## config.mk

```make
export PLATFORM = sky130hd
export DESIGN_NAME = ac_ph_frame_scheduler
export DESIGN_NICKNAME = d
export VERILOG_FILES = /design/src/rtl/ac_ph_sched_pkg.sv /design/src/rtl/ac_ph_frame_scheduler_rr_arbiter.sv /design/src/rtl/ac_ph_frame_scheduler.sv
export SDC_FILE = /design/constraint.sdc
export NUM_CORES = 1
export LEC_CHECK = 0
export ABC_AREA = 1
export CORE_MARGIN = 3
export CORE_UTILIZATION = 45
export CTS_CLUSTER_DIAMETER = 80
export DETAILED_ROUTE_END_ITERATION = 16
export HOLD_SLACK_MARGIN = 0.06
export MAX_ROUTING_LAYER = met4
export PLACE_DENSITY = 0.86
export SYNTH_ARGS = -nofsm -noshare
export SYNTH_HDL_FRONTEND = slang
export SYNTH_SLANG_ARGS = --single-unit
```

## constraint.sdc

```tcl
create_clock -name clk -period 2.6 [get_ports clk]
set_input_delay 0.52 -clock clk [delete_from_list [all_inputs] [get_ports clk]]
set_output_delay 0.52 -clock clk [all_outputs]
set_load 0.02 [all_outputs]
```

## src/rtl/ac_ph_sched_pkg.sv

```systemverilog
// Shared types and helpers for the AC_PH frame scheduler slice.
// Holds the FSM state enum, default widths and the rotating-priority search.
package ac_ph_sched_pkg;

  localparam int DEF_CHANELS      = 4;
  localparam int DEF_FRAME_LENGTH = 360;
  localparam int CH_W             = $clog2(DEF_CHANELS);
  localparam int ADDR_W           = $clog2(DEF_FRAME_LENGTH);
  localparam int MAX_CH           = 32;

  typedef enum logic [1:0] {
    IDLE   = 2'd0,
    ARB    = 2'd1,
    STREAM = 2'd2,
    GAP    = 2'd3
  } sched_state_t;

  typedef struct packed {
    logic       vld;
    logic [7:0] idx;
  } rr_gnt_t;

  // First set bit of req at or above ptr, wrapping modulo n.
  function automatic rr_gnt_t rr_search(
    input logic [MAX_CH-1:0] req,
    input int unsigned       ptr,
    input int unsigned       n
  );
    rr_gnt_t     g;
    int unsigned j;
    g = '0;
    for (int unsigned i = 0; i < MAX_CH; i++) begin
      j = (ptr + i) % n;
      if (i < n && !g.vld && req[5'(j)]) begin
        g.vld = 1'b1;
        g.idx = 8'(j);
      end
    end
    return g;
  endfunction

endpackage

```

## src/rtl/ac_ph_frame_scheduler_rr_arbiter.sv

```systemverilog
// Combinational round-robin picker: req, ptr -> gnt_valid, gnt_idx.
// Also used by the result-side channel distributor.
module rr_arbiter
  import ac_ph_sched_pkg::*;
#(
  parameter int N = DEF_CHANELS,
  parameter int W = CH_W
) (
  input  logic [N-1:0] req,
  input  logic [W-1:0] ptr,
  output logic         gnt_valid,
  output logic [W-1:0] gnt_idx
);

  logic [MAX_CH-1:0] req_ext;
  rr_gnt_t           g;

  always_comb begin
    req_ext        = '0;
    req_ext[N-1:0] = req;
    g              = rr_search(req_ext, 32'(ptr), 32'(N));
    gnt_valid      = g.vld;
    gnt_idx        = W'(g.idx);
  end

endmodule

```

## src/rtl/ac_ph_frame_scheduler.sv

```systemverilog
// Round-robin frame scheduler feeding the shared AC_PH engine, credit limited.
// Ports: clk/rstn, enable, ch_req/ch_ack, rd_* buffer port, eng_* stream, res_vld, busy/inflight/err.
module ac_ph_frame_scheduler
  import ac_ph_sched_pkg::*;
#(
  parameter int CHANELS      = DEF_CHANELS,
  parameter int FRAME_LENGTH = DEF_FRAME_LENGTH,
  parameter int X_WIDTH      = 16,
  parameter int MAX_INFLIGHT = 3,
  parameter int GAP_CYCLES   = 2,
  localparam int CW = $clog2(CHANELS),
  localparam int AW = $clog2(FRAME_LENGTH)
) (
  input  logic               clk,
  input  logic               rstn,
  input  logic               enable,
  input  logic [CHANELS-1:0] ch_req,
  output logic [CHANELS-1:0] ch_ack,
  output logic               rd_en,
  output logic [CW-1:0]      rd_chan,
  output logic [AW-1:0]      rd_addr,
  input  logic [X_WIDTH-1:0] rd_x1,
  input  logic [X_WIDTH-1:0] rd_x2,
  output logic               eng_vld,
  output logic [X_WIDTH-1:0] eng_x1,
  output logic [X_WIDTH-1:0] eng_x2,
  output logic [CW-1:0]      eng_chan,
  input  logic               res_vld,
  output logic               busy,
  output logic [2:0]         inflight,
  output logic               err
);

  localparam int GW = (GAP_CYCLES > 1) ? $clog2(GAP_CYCLES) : 1;
  localparam logic [AW-1:0] LAST    = AW'(FRAME_LENGTH - 1);
  localparam logic [AW-1:0] LAST_M1 = AW'(FRAME_LENGTH - 2);
  localparam logic [CW-1:0] CH_LAST = CW'(CHANELS - 1);
  localparam logic [GW-1:0] GAP_END = GW'(GAP_CYCLES - 1);

  sched_state_t  state;
  logic [CW-1:0] rr_ptr;
  logic [GW-1:0] gap_cnt;
  logic          rd_en_d;
  logic          gnt_valid;
  logic [CW-1:0] gnt_idx;
  logic          grant;
  logic          res_ok;

  rr_arbiter #(
    .N (CHANELS),
    .W (CW)
  ) u_arb (
    .req       (ch_req),
    .ptr       (rr_ptr),
    .gnt_valid (gnt_valid),
    .gnt_idx   (gnt_idx)
  );

  always_comb begin
    grant  = (state == ARB) && enable && gnt_valid
             && (inflight < 3'(MAX_INFLIGHT));
    res_ok = res_vld && (inflight != 3'd0);
  end

  assign busy = (state != IDLE) || (inflight != 3'd0);

  always_ff @(posedge clk) begin
    if (!rstn) begin
      state    <= IDLE;
      rr_ptr   <= '0;
      gap_cnt  <= '0;
      inflight <= 3'd0;
      err      <= 1'b0;
      ch_ack   <= '0;
      rd_en    <= 1'b0;
      rd_chan  <= '0;
      rd_addr  <= '0;
      rd_en_d  <= 1'b0;
      eng_vld  <= 1'b0;
      eng_x1   <= '0;
      eng_x2   <= '0;
      eng_chan <= '0;
    end else begin
      ch_ack  <= '0;
      rd_en_d <= rd_en;
      eng_vld <= rd_en_d;
      if (rd_en_d) begin
        eng_x1 <= rd_x1;
        eng_x2 <= rd_x2;
      end

      // grant and result in the same cycle cancel out
      if (grant && !res_ok) begin
        inflight <= inflight + 3'd1;
      end else if (!grant && res_ok) begin
        inflight <= inflight - 3'd1;
      end
      if (res_vld && inflight == 3'd0) begin
        err <= 1'b1;
      end

      unique case (state)
        IDLE: begin
          if (enable) state <= ARB;
        end
        ARB: begin
          if (!enable) begin
            state <= IDLE;
          end else if (grant) begin
            state    <= STREAM;
            rd_en    <= 1'b1;
            rd_addr  <= '0;
            rd_chan  <= gnt_idx;
            eng_chan <= gnt_idx;
            rr_ptr   <= (gnt_idx == CH_LAST) ? '0 : gnt_idx + 1'b1;
            if (FRAME_LENGTH == 1) begin
              ch_ack <= CHANELS'(1) << gnt_idx;
            end
          end
        end
        STREAM: begin
          if (rd_addr == LAST) begin
            rd_en   <= 1'b0;
            gap_cnt <= '0;
            state   <= (GAP_CYCLES == 0) ? ARB : GAP;
          end else begin
            rd_addr <= rd_addr + 1'b1;
            // ack lines up with the final read strobe
            if (FRAME_LENGTH > 1 && rd_addr == LAST_M1) begin
              ch_ack <= CHANELS'(1) << rd_chan;
            end
          end
        end
        GAP: begin
          if (gap_cnt == GAP_END) begin
            state <= ARB;
          end else begin
            gap_cnt <= gap_cnt + 1'b1;
          end
        end
        default: state <= IDLE;
      endcase
    end
  end

endmodule

```

==> metrics.yaml <==
pwr:
  p_switching_mw: 1.33
  total_power_mw: 3.57
  power_frac_seq: 0.334
  p_comb_frac: 0.418
  vdd_drop_max_mv: 0.627
  p_leak_nw: 1.70
  p_int_mw: 2.24
  swShare: 0.373
  pwr-share-clk: 0.248
  p_per_area_nw_per_um2: 887
synthesis:
  ys_ff_latch: 59
  synth.avg_cell_area_sq_um: 7.23
  synth_cells: 386
  yosys.area.top_type: "dfxtp_1"
  synth_edf_count: 0
  synth_top_family_by_area: "simple AND/OR/NAND/NOR gates"
  yosys_warnings: 0
  synth-compound-area-share: 0.123
  syn-cell-area_sq_um: 2790
  synth.distinct_cells: 30
  yosysSeqAreaShare: 0.423
  synth_nets: 434
  synth_top_area_share: 0.423
  synthMuxAreaShare: 0
  ys.flop_type: "dfxtp_1"
  synth_xor_area_frac: 0.0220
  synthTopCellsByArea: "dfxtp_1 42%, nor2_1 11%, nand2_1 8.5%"
  postSynth.asyncResetShare: 0
  yosys.area_share.simple: 0.307
  synth_adder_area_share: 0.0385
min_path:
  holdCritPathClass: "reg2reg"
setup_path:
  worstSetupPathType: "in2reg"
  worstPathMaxFanout: 4
  cp-end-kind: "flip-flop"
  critical_path_arrival_ns: 2.63
  cp-start-kind: "input pin"
  required_ns: 2.86
sta:
  slew_headroom: 0.365
  clock_skew_ns: 0.00553
  max_clock_freq_mhz: 422
  rsz0062_at_grt: "no"
  final-hold-violation-count: 0
  final_max_slew_viol_count: 0
  setup_viol: 0
  worstMarginPinSlew_ns: 0.951
  fin_crit_ns: 2.37
  finalCritPeriodShare: 0.911
clock_tree:
  clk_pin_slew_ns: 0.06
  cts_buffers: 9
  cts_resized: 0
  cts_max_level: 3
  clock_latency_ns: 0.33
  clockBufferDepth: 2
  post_cts_buffers: 0
  cts_tree: "done"
  root_buffer: "clkbuf_8"
  cts_sinks: 59
  hold_buffers: 0
drt:
  drc: 0
  wl_per_cell_microns: 12.5
  first_pass_iters: 4
  drtAntennaViolNets: 0
  via_per_inst: 4.93
  drt-total-wl_mm: 7.04
  drtIter0Drc: 129
  vias: 2783
floorplanning:
  core_sq_um: 5960
  rows: 28
  dieArea_sq_um: 7180
  io_pins: 96
  die_y_microns: 84.8
  die_x_microns: 84.8
  start_util: 0.469
global_routing:
  grt_first_pass_wirelength_mm: 11.6
  grt_start_max_net_pins: 35
  grt_usage: 0.205
  grt_pass1_vias: 2643
  antenna_found_initial: 0
  overflow: 0
layout:
  fin_area_sq_um: 4020
  fin_nets: 534
  drive_above_1_share: 0.110
  antennaDiodeCount: 0
  area_delta_synth_final_pct: 44.1
  fillCellCount: 481
  multi_input_area_sq_um: 1370
  regArea_sq_um: 1180
placement:
  port_buffers: 95
  hpwl_mm: 5.04
  place_congestion: 0.875
  postPlaceCellArea_sq_um: 3810
run_status:
  status: "completed"
run:
  drv_cap: 0
Yosys cell counts, types with 2 or more instances:
cell / n
nand3_1: 19
nor3_1: 4
clkbuf_1: 10
ha_1: 7
inv_2: 5
dfxtp_1: 59
inv_1: 29
buf_4: 2
xor2_1: 6
nor2_1: 83
nand3_2: 2
nand4_1: 5
o21ai_0: 41
nand2_4: 4
a21oi_1: 19
nand2_2: 13
o21ai_2: 3
nand2_1: 63
critical path, stage by stage:
cell             delay [ns]
clkdlybuf4s50_1        0.50
inv_1                  0.07
nand2_1                0.08
nand3_1                0.11
nand2_2                0.13
nor2_4                 0.05
nand3_2                0.07
nand2_4                0.05
inv_2                  0.05
ha_1                   0.15
inv_1                  0.06
fa_1                   0.39
nor2_1                 0.11
nor2_1                 0.04
nand2_1                0.07
o21ai_0                0.07
a21oi_1                0.12
power groups by stage:
stage                     Sequential [mW]  Clock [mW]  Combinational, mW
after global placement               1.20           0               1.45
after CTS                            1.19       0.908               1.50
after floorplan                      1.36           0              0.783
final                                1.19       0.884               1.49
after detailed placement             1.21           0               1.48
after global routing                 1.21       0.947               1.64
metrics by stage:
stage,hold WS [ns],util,cells,TNS [ns],worst slack (ns)
finish,0.448,0.675,565,0,0.232
global route,0.486,0.675,565,0,0.0434
CTS,0.449,0.675,565,0,0.229
detailed placement,0.442,0.639,550,-0.141,-0.0914
floorplan,0.439,-,386,0,0.364
global placement,0.442,0.639,550,-0.0193,-0.0193
worst paths after layout:
check	from	to	slack, ns	cells after the start
min	rd_en	rd_en_d	0.45	2
max	ch_req[1]	inflight[2]	0.23	17
max reg2reg	flip-flop	inflight[2]	0.29	16
min reg2reg	rd_en	rd_en_d	0.45	2
cell usage in the layout, fill, tap and decap left out:
| cell | netlist | final |
|---|---|---|
| clkbuf_8 | 0 | 13 |
| nor3_1 | 4 | 4 |
| inv_1 | 29 | 29 |
| a211oi_1 | 1 | 1 |
| ha_1 | 7 | 7 |
| or2_1 | 1 | 1 |
| bufinv_16 | 0 | 1 |
| nand3_1 | 19 | 19 |
| dfxtp_1 | 59 | 59 |
| o21ai_0 | 41 | 41 |
| inv_4 | 1 | 1 |
| nor2_4 | 1 | 1 |
| fa_1 | 1 | 1 |
| clkdlybuf4s50_1 | 0 | 95 |
| nand2_4 | 4 | 4 |
| inv_2 | 5 | 5 |
| clkbuf_1 | 10 | 1 |
| nand3_2 | 2 | 2 |
| nor2_1 | 83 | 83 |
| nand4_1 | 5 | 5 |
| o21ai_2 | 3 | 3 |
| a21oi_2 | 1 | 1 |
| xor2_1 | 6 | 6 |
| nand2_1 | 63 | 63 |
| nand2_2 | 13 | 13 |
| clkinv_1 | 1 | 1 |
| buf_4 | 2 | 10 |
| a21oi_1 | 19 | 19 |
| xnor2_1 | 1 | 1 |
cell type report:
type                            count  share of cell area
Multi-Input combinational cell    275               0.341
Sequential cell                    59               0.294
Timing Repair Buffer              105               0.255
Clock buffer                       14              0.0454
Inverter                           36              0.0342
Tap cell                           75              0.0233
Clock inverter                      1             0.00747
kinds of logic (layout without fill, tap and decap cells):
logic type / count (synthesis) / after routing
adders and majority gates: 8 / 8
AOI/OAI and AO/OA: 65 / 65
and+or+nand+nor: 195 / 195
buffers and inverters: 52 / 156
xor gates and xnor gates: 7 / 7
DFF: 59 / 59
registers in the layout, summed over array words and instances (netlist names), 2 cells and up, named ones only:
signal    cells
ch_ack        4
eng_chan      2
eng_x1       16
eng_x2       16
inflight      3
rd_addr       9
state         2
layer usage:
layer  up-vias  GRT usage  share of wire
met3         8     0.0756          0.061
li1       1425          -              -
met4         0     0.0676          0.013
met2        92      0.330           0.50
met1      1258      0.235           0.43
met5         -          -              0
Note: power is estimated with default switching activity, not from simulation.
